**src/rtl/abs_diff_sweep_ctrl.sv**
```systemverilog
// Exhaustive sweep sequencer for one approximate |a-b| netlist: drives every input
// vector, grades each response against the exact |a-b| and keeps worst-case error statistics.
module abs_diff_sweep_ctrl #(
    parameter int IN_W  = 4,
    parameter int OUT_W = 3,
    parameter int ET    = 1
) (
    input  logic              clk,
    input  logic              rst_n,
    input  logic              start,
    input  logic              abort,
    output logic [IN_W-1:0]   approx_in,
    input  logic [OUT_W-1:0]  approx_out,
    output logic              busy,
    output logic              done,
    output logic              pass,
    output logic [OUT_W-1:0]  max_err,
    output logic [IN_W:0]     err_count,
    output logic              fail_valid,
    output logic [IN_W-1:0]   fail_vec
);

    localparam int              HALF     = IN_W / 2;
    localparam logic [IN_W-1:0]  LAST_VEC = '1;
    localparam logic [OUT_W-1:0] ET_V     = OUT_W'(ET);

    typedef enum logic [1:0] {
        S_IDLE,
        S_SWEEP,
        S_DRAIN,
        S_DONE
    } state_t;

    state_t            state_q, state_d;
    logic [IN_W-1:0]   vec_q, vec_d;
    logic [OUT_W-1:0]  err_q, err_d;
    logic [IN_W-1:0]   vq_q, vq_d;
    logic              valid_q, valid_d;
    logic              busy_q, busy_d;
    logic              done_q, done_d;
    logic [OUT_W-1:0]  max_err_q, max_err_d;
    logic [IN_W:0]     err_count_q, err_count_d;
    logic              fail_valid_q, fail_valid_d;
    logic [IN_W-1:0]   fail_vec_q, fail_vec_d;

    logic [HALF-1:0]   op_a, op_b, op_diff;
    logic [OUT_W-1:0]  exact, err;

    // Golden model: exact |a-b|, then the distance of the DUT response from it.
    always_comb begin
        op_a    = vec_q[HALF-1:0];
        op_b    = vec_q[IN_W-1:HALF];
        op_diff = (op_a > op_b) ? (op_a - op_b) : (op_b - op_a);
        exact   = OUT_W'(op_diff);
        err     = (exact > approx_out) ? (exact - approx_out) : (approx_out - exact);
    end

    // NOTE: every next-state signal gets its hold value first so no path infers a latch.
    always_comb begin
        state_d      = state_q;
        vec_d        = vec_q;
        err_d        = err_q;
        vq_d         = vq_q;
        valid_d      = valid_q;
        busy_d       = busy_q;
        done_d       = 1'b0;
        max_err_d    = max_err_q;
        err_count_d  = err_count_q;
        fail_valid_d = fail_valid_q;
        fail_vec_d   = fail_vec_q;

        // The registered error of the previous vector is folded in regardless of state,
        // so the last vector lands during DRAIN and a partial sweep keeps what it saw.
        if (valid_q) begin
            if (err_q > max_err_q) begin
                max_err_d = err_q;
            end
            if (err_q != '0) begin
                err_count_d = err_count_q + (IN_W+1)'(1);
            end
            if ((err_q > ET_V) && !fail_valid_q) begin
                fail_valid_d = 1'b1;
                fail_vec_d   = vq_q;
            end
        end

        unique case (state_q)
            S_IDLE: begin
                if (start) begin
                    state_d      = S_SWEEP;
                    busy_d       = 1'b1;
                    vec_d        = '0;
                    err_d        = '0;
                    vq_d         = '0;
                    valid_d      = 1'b0;
                    max_err_d    = '0;
                    err_count_d  = '0;
                    fail_valid_d = 1'b0;
                    fail_vec_d   = '0;
                end
            end
            S_SWEEP: begin
                if (abort) begin
                    state_d = S_IDLE;
                    busy_d  = 1'b0;
                    valid_d = 1'b0;
                    vec_d   = '0;
                end else begin
                    err_d   = err;
                    vq_d    = vec_q;
                    valid_d = 1'b1;
                    if (vec_q == LAST_VEC) begin
                        state_d = S_DRAIN;
                        vec_d   = '0;
                    end else begin
                        vec_d = vec_q + 1'b1;
                    end
                end
            end
            S_DRAIN: begin
                valid_d = 1'b0;
                busy_d  = 1'b0;
                if (abort) begin
                    state_d = S_IDLE;
                end else begin
                    state_d = S_DONE;
                    done_d  = 1'b1;
                end
            end
            S_DONE: begin
                state_d = S_IDLE;
            end
            default: begin
                state_d = S_IDLE;
                busy_d  = 1'b0;
                valid_d = 1'b0;
                vec_d   = '0;
            end
        endcase
    end

    // NOTE: state updates use non-blocking assignments so every flop samples pre-edge values.
    always_ff @(posedge clk or negedge rst_n) begin
        if (!rst_n) begin
            state_q      <= S_IDLE;
            vec_q        <= '0;
            err_q        <= '0;
            vq_q         <= '0;
            valid_q      <= 1'b0;
            busy_q       <= 1'b0;
            done_q       <= 1'b0;
            max_err_q    <= '0;
            err_count_q  <= '0;
            fail_valid_q <= 1'b0;
            fail_vec_q   <= '0;
        end else begin
            state_q      <= state_d;
            vec_q        <= vec_d;
            err_q        <= err_d;
            vq_q         <= vq_d;
            valid_q      <= valid_d;
            busy_q       <= busy_d;
            done_q       <= done_d;
            max_err_q    <= max_err_d;
            err_count_q  <= err_count_d;
            fail_valid_q <= fail_valid_d;
            fail_vec_q   <= fail_vec_d;
        end
    end

    // vec_q is held at zero outside SWEEP, so it doubles as the registered DUT drive.
    assign approx_in  = vec_q;
    assign busy       = busy_q;
    assign done       = done_q;
    assign max_err    = max_err_q;
    assign err_count  = err_count_q;
    assign fail_valid = fail_valid_q;
    assign fail_vec   = fail_vec_q;
    assign pass       = (max_err_q <= ET_V);

endmodule

```
**config.mk**
```make
export PLATFORM = sky130hd
export DESIGN_NAME = abs_diff_sweep_ctrl
export DESIGN_NICKNAME = d
export VERILOG_FILES = /design/src/rtl/abs_diff_sweep_ctrl.sv
export SDC_FILE = /design/constraint.sdc
export NUM_CORES = 1
export LEC_CHECK = 0
export CORE_MARGIN = 2
export CORE_UTILIZATION = 59
export CTS_BUF_LIST = sky130_fd_sc_hd__clkbuf_4 sky130_fd_sc_hd__clkbuf_8
export CTS_CLUSTER_DIAMETER = 80
export CTS_CLUSTER_SIZE = 25
export DETAILED_ROUTE_END_ITERATION = 7
export MAX_ROUTING_LAYER = met4
export PLACE_DENSITY = 0.93
export SKIP_LAST_GASP = 1
export SYNTH_ARGS = -nofsm -noshare
export SYNTH_HDL_FRONTEND = slang
export SYNTH_SLANG_ARGS = --single-unit
```
**constraint.sdc**
```tcl
create_clock -name clk -period 7.8 [get_ports clk]
set_input_delay 1.56 -clock clk [delete_from_list [all_inputs] [get_ports clk]]
set_output_delay 1.56 -clock clk [all_outputs]
set_load 0.01 [all_outputs]
```
==> metrics.md <==
| Metric | Value |
|---|---|
| Sequential Area | 726 um2 |
| Setup Fix Bufs, Post-CTS | 0 |
| Initial core utilization | 60.7% |
| Diode count | 0 |
| Sequential element share of the synthesized area | 44.5% |
| Cts hold-fix bufs | 0 |
| Crit Path Max Fanout | 2 |
| Post-synth top area cell | dfrtp_1 |
| Core Footprint | 2690 um2 |
| MaxCap Viol Count | 0 |
| Power per cell area | 311 nW/um2 |
| Max IR drop VDD | 0.207 mV |
| # port buffers | 26 |
| CP required | 8.01 ns |
| Worst Max-Slew Pin Slew | 0.528 ns |
| Post-synth top area share | 44.5% |
| Most common cell after layout, fill and taps aside | dfrtp_1 |
| Yosys warnings | 0 |
| CTS clk-pin slew, worst paths | 0.08 ns |
| H-tree Lvls | 2 |
| Final WS setup | 4.75 ns |
| Die width | 56.6 um |
| Setup repair after global routing missed its margin | no |
| Post-synthesis register bit count | 29 |
| Critical Path Source Type | input pin |
| Routed WL | 3550 um |
| Drt via density | 5.84 |
| Max Fclk | 328 MHz |
| Vias | 1325 |
| FP Rows | 19 |
| Most frequent cells in the layout | 29 x dfrtp_1, 26 x clkdlybuf4s50_1, 17 x nand2_1 |
| Proportion of layout cells with a drive suffix above 1 | 7.14% |
| Slew HR | 64.4% |
| Ports | 27 |
| Syn nets | 188 |
| Final hold vios | 0 |
| DP HPWL | 2700 um |
| CTS tree | done |
| GRT Util Overall | 27.5% |
| CP max stage cell | clkdlybuf4s50_1 |
| Cell variety after synth | 34 |
| Crit path buf inv count | 2 |
| Final ANT Viol Nets | 0 |
| First-pass DRT Iterations | 4 |
| Outcome | complete, no violations |
| Worst path cell trace | clkdlybuf4s50_1 -> inv_1 -> ha_1 -> nor2b_1 -> o21ai_0 -> mux2i_1 -> a22o_1 |
| Initial drt markers | 39 |
| Area Growth Syn to Fin | 21.6% |
| Post-synthesis cell area | 1630 um2 |
| Fin nets | 220 |
| Vias in the first global route | 1363 |
| Lkg Pwr | 0.930 nW |
| Setup TNS Final | 0 ns |
| Worst R2R Setup Slack | 4.77 ns |
| Worst Setup Path Type | input pin to flop |
| # fillers | 189 |
| DIE HEIGHT | 56.6 um |
| Initial antenna violation count | 0 |
| Max Slew Vio Count | 0 |
| Min Tclk post-route | 3.05 ns |
| Post-place setup slack | 4.42 ns |
| Synth area leaders | dfrtp_1 45%, ha_1 12%, o21ai_0 4.9% |
| Clock buffer depth | 2 |
| DRC violations left | 0 |
| # setup viols final | 0 |
| Largest delay share family, worst path | buffers and inverters |
| Arr. time, crit path | 3.26 ns |
| Root buffer cell | clkbuf_4 |
| DR WL/cell | 15.6 um |
| Multi-input gate area | 833 um2 |
| Post-CTS sizing | 0 |
| First-pass GRT wire length | 6320 um |
| Syn Inst Count | 163 |
| Clock Latency Late Sink | 0.33 ns |
| CP peak stage delay | 0.52 ns |
| Num CTS Buffers | 5 |
| Die Area | 3200 um2 |
| Min-delay worst type | flop to flop |
| Post-Syn Area per Cell | 10.0 um2 |
| Endpoint type of the worst setup path | flop |
| Largest net degree at the start of global routing | 30 |
| Final Cycle Share | 39.1% |
| Sink Count | 29 |
| GRT overflow | 0 |
| Clock Skew | 0.00941 ns |
| Final GP Congestion | 0.816 |
==> final timing paths <==
| kind | startpoint | end | cells past startpoint |
|---|---|---|---|
| worst max-delay path | approx_out[1] | err_q[1]$_DFFE_PN0P_ | 7 |
| worst min-delay path | vq_q[3]$_DFFE_PN0P_ | vq_q[3]$_DFFE_PN0P_ | 2 |
| worst max register to register | approx_in[0]$_DFFE_PN0P_ | err_q[1]$_DFFE_PN0P_ | 10 |
| worst min register to register | vq_q[3]$_DFFE_PN0P_ | vq_q[3]$_DFFE_PN0P_ | 2 |
| max in group asynchronous | rst_n | err_q[1]$_DFFE_PN0P_ | 2 |
| min in group asynchronous | rst_n | max_err[2]$_DFF_PN0_ | 2 |
==> kinds of logic after synthesis <==
group | Yosys count | share of synthesized area (%)
AND/OR/NAND/NOR | 49 | 13.9
AO/OA/AOI/OAI | 39 | 15.3
flip-flops | 29 | 44.5
adder cells (fa/ha/maj) | 18 | 15.2
buffers and inverters | 17 | 4.37
multiplexers | 6 | 3.99
XOR/XNOR | 5 | 2.69
==> worst register-to-register path, delay by kind of cell, from the launching register on <==
| family | cells | cell delay (ns) |
|---|---|---|
| multiplexers | 2 | 0.40 |
| AND/OR/NAND/NOR | 1 | 0.13 |
| AO/OA/AOI/OAI | 3 | 0.83 |
| flip-flops | 1 | 0.47 |
| adder cells (fa/ha/maj) | 3 | 0.98 |
| buffers and inverters | 1 | 0.11 |
==> flip-flops by register name, summed over array words and instances (netlist names) <==
register    flops
valid_q         1
approx_in       4
err_count       5
vq_q            4
fail_valid      1
err_q           3
max_err         3
done            1
fail_vec        4
state_q         2
busy            1
==> where the power goes <==
group | total [mW] | switching [mW] | internal (mW)
clock | 0.0953 | 0.0490 | 0.0463
combinational | 0.296 | 0.161 | 0.136
sequential | 0.224 | 0.0395 | 0.185
==> per-layer routing <==
metal / vias up / GRT usage (%) / share of wire, %
met5: - / - / 0
met4: 0 / 18.7 / 3.6
met3: 12 / 6.91 / 4.3
met2: 40 / 44.9 / 54
met1: 643 / 29.0 / 38
li1: 630 / - / -
==> area by class of cell <==
class                      instances  share of cell area (%)
inverter                          15                    2.84
tap                               31                    1.96
clock buffer                       8                    3.03
multi-input combinational        117                    42.0
timing repair buffer              27                    13.5
sequential                        29                    36.6
==> cell usage after synthesis <==
| cell type | count |
|---|---|
| and2_1 | 2 |
| clkbuf_1 | 1 |
| nand2b_1 | 2 |
| a21oi_1 | 9 |
| o21ai_0 | 16 |
| mux2_2 | 1 |
| fa_1 | 3 |
| buf_6 | 1 |
| a211oi_1 | 1 |
| xor2_1 | 4 |
| nor2b_1 | 3 |
| a31oi_2 | 1 |
| nor2_1 | 16 |
| o31a_1 | 1 |
| o41ai_1 | 1 |
| nand2_1 | 17 |
| xnor2_1 | 1 |
| ha_1 | 15 |
| mux2i_2 | 1 |
| or4_1 | 1 |
| dfrtp_1 | 29 |
| nand3_1 | 5 |
| mux2i_1 | 4 |
| nor2b_4 | 1 |
| o31ai_1 | 2 |
| a41o_1 | 2 |
| a22o_1 | 1 |
| o32ai_1 | 1 |
| a22o_2 | 1 |
| inv_1 | 15 |
| a211o_1 | 1 |
| o22ai_1 | 1 |
| nand4_1 | 2 |
| o32a_1 | 1 |
==> metrics by stage <==
step | util (%) | hold slack [ns] | total power [mW] | cell area [um2] | std cells
finish | 73.8 | 0.493 | 0.616 | 1980 | 227
global route | 73.8 | 0.530 | 0.669 | 1980 | 227
CTS | 73.8 | 0.495 | 0.619 | 1980 | 227
detailed placement | 71.5 | 0.476 | 0.520 | 1920 | 219
global placement | 71.5 | 0.469 | 0.490 | 1920 | 219
floorplan | - | 0.450 | 0.415 | 1630 | 163
Power figures use the tool's default switching activity.
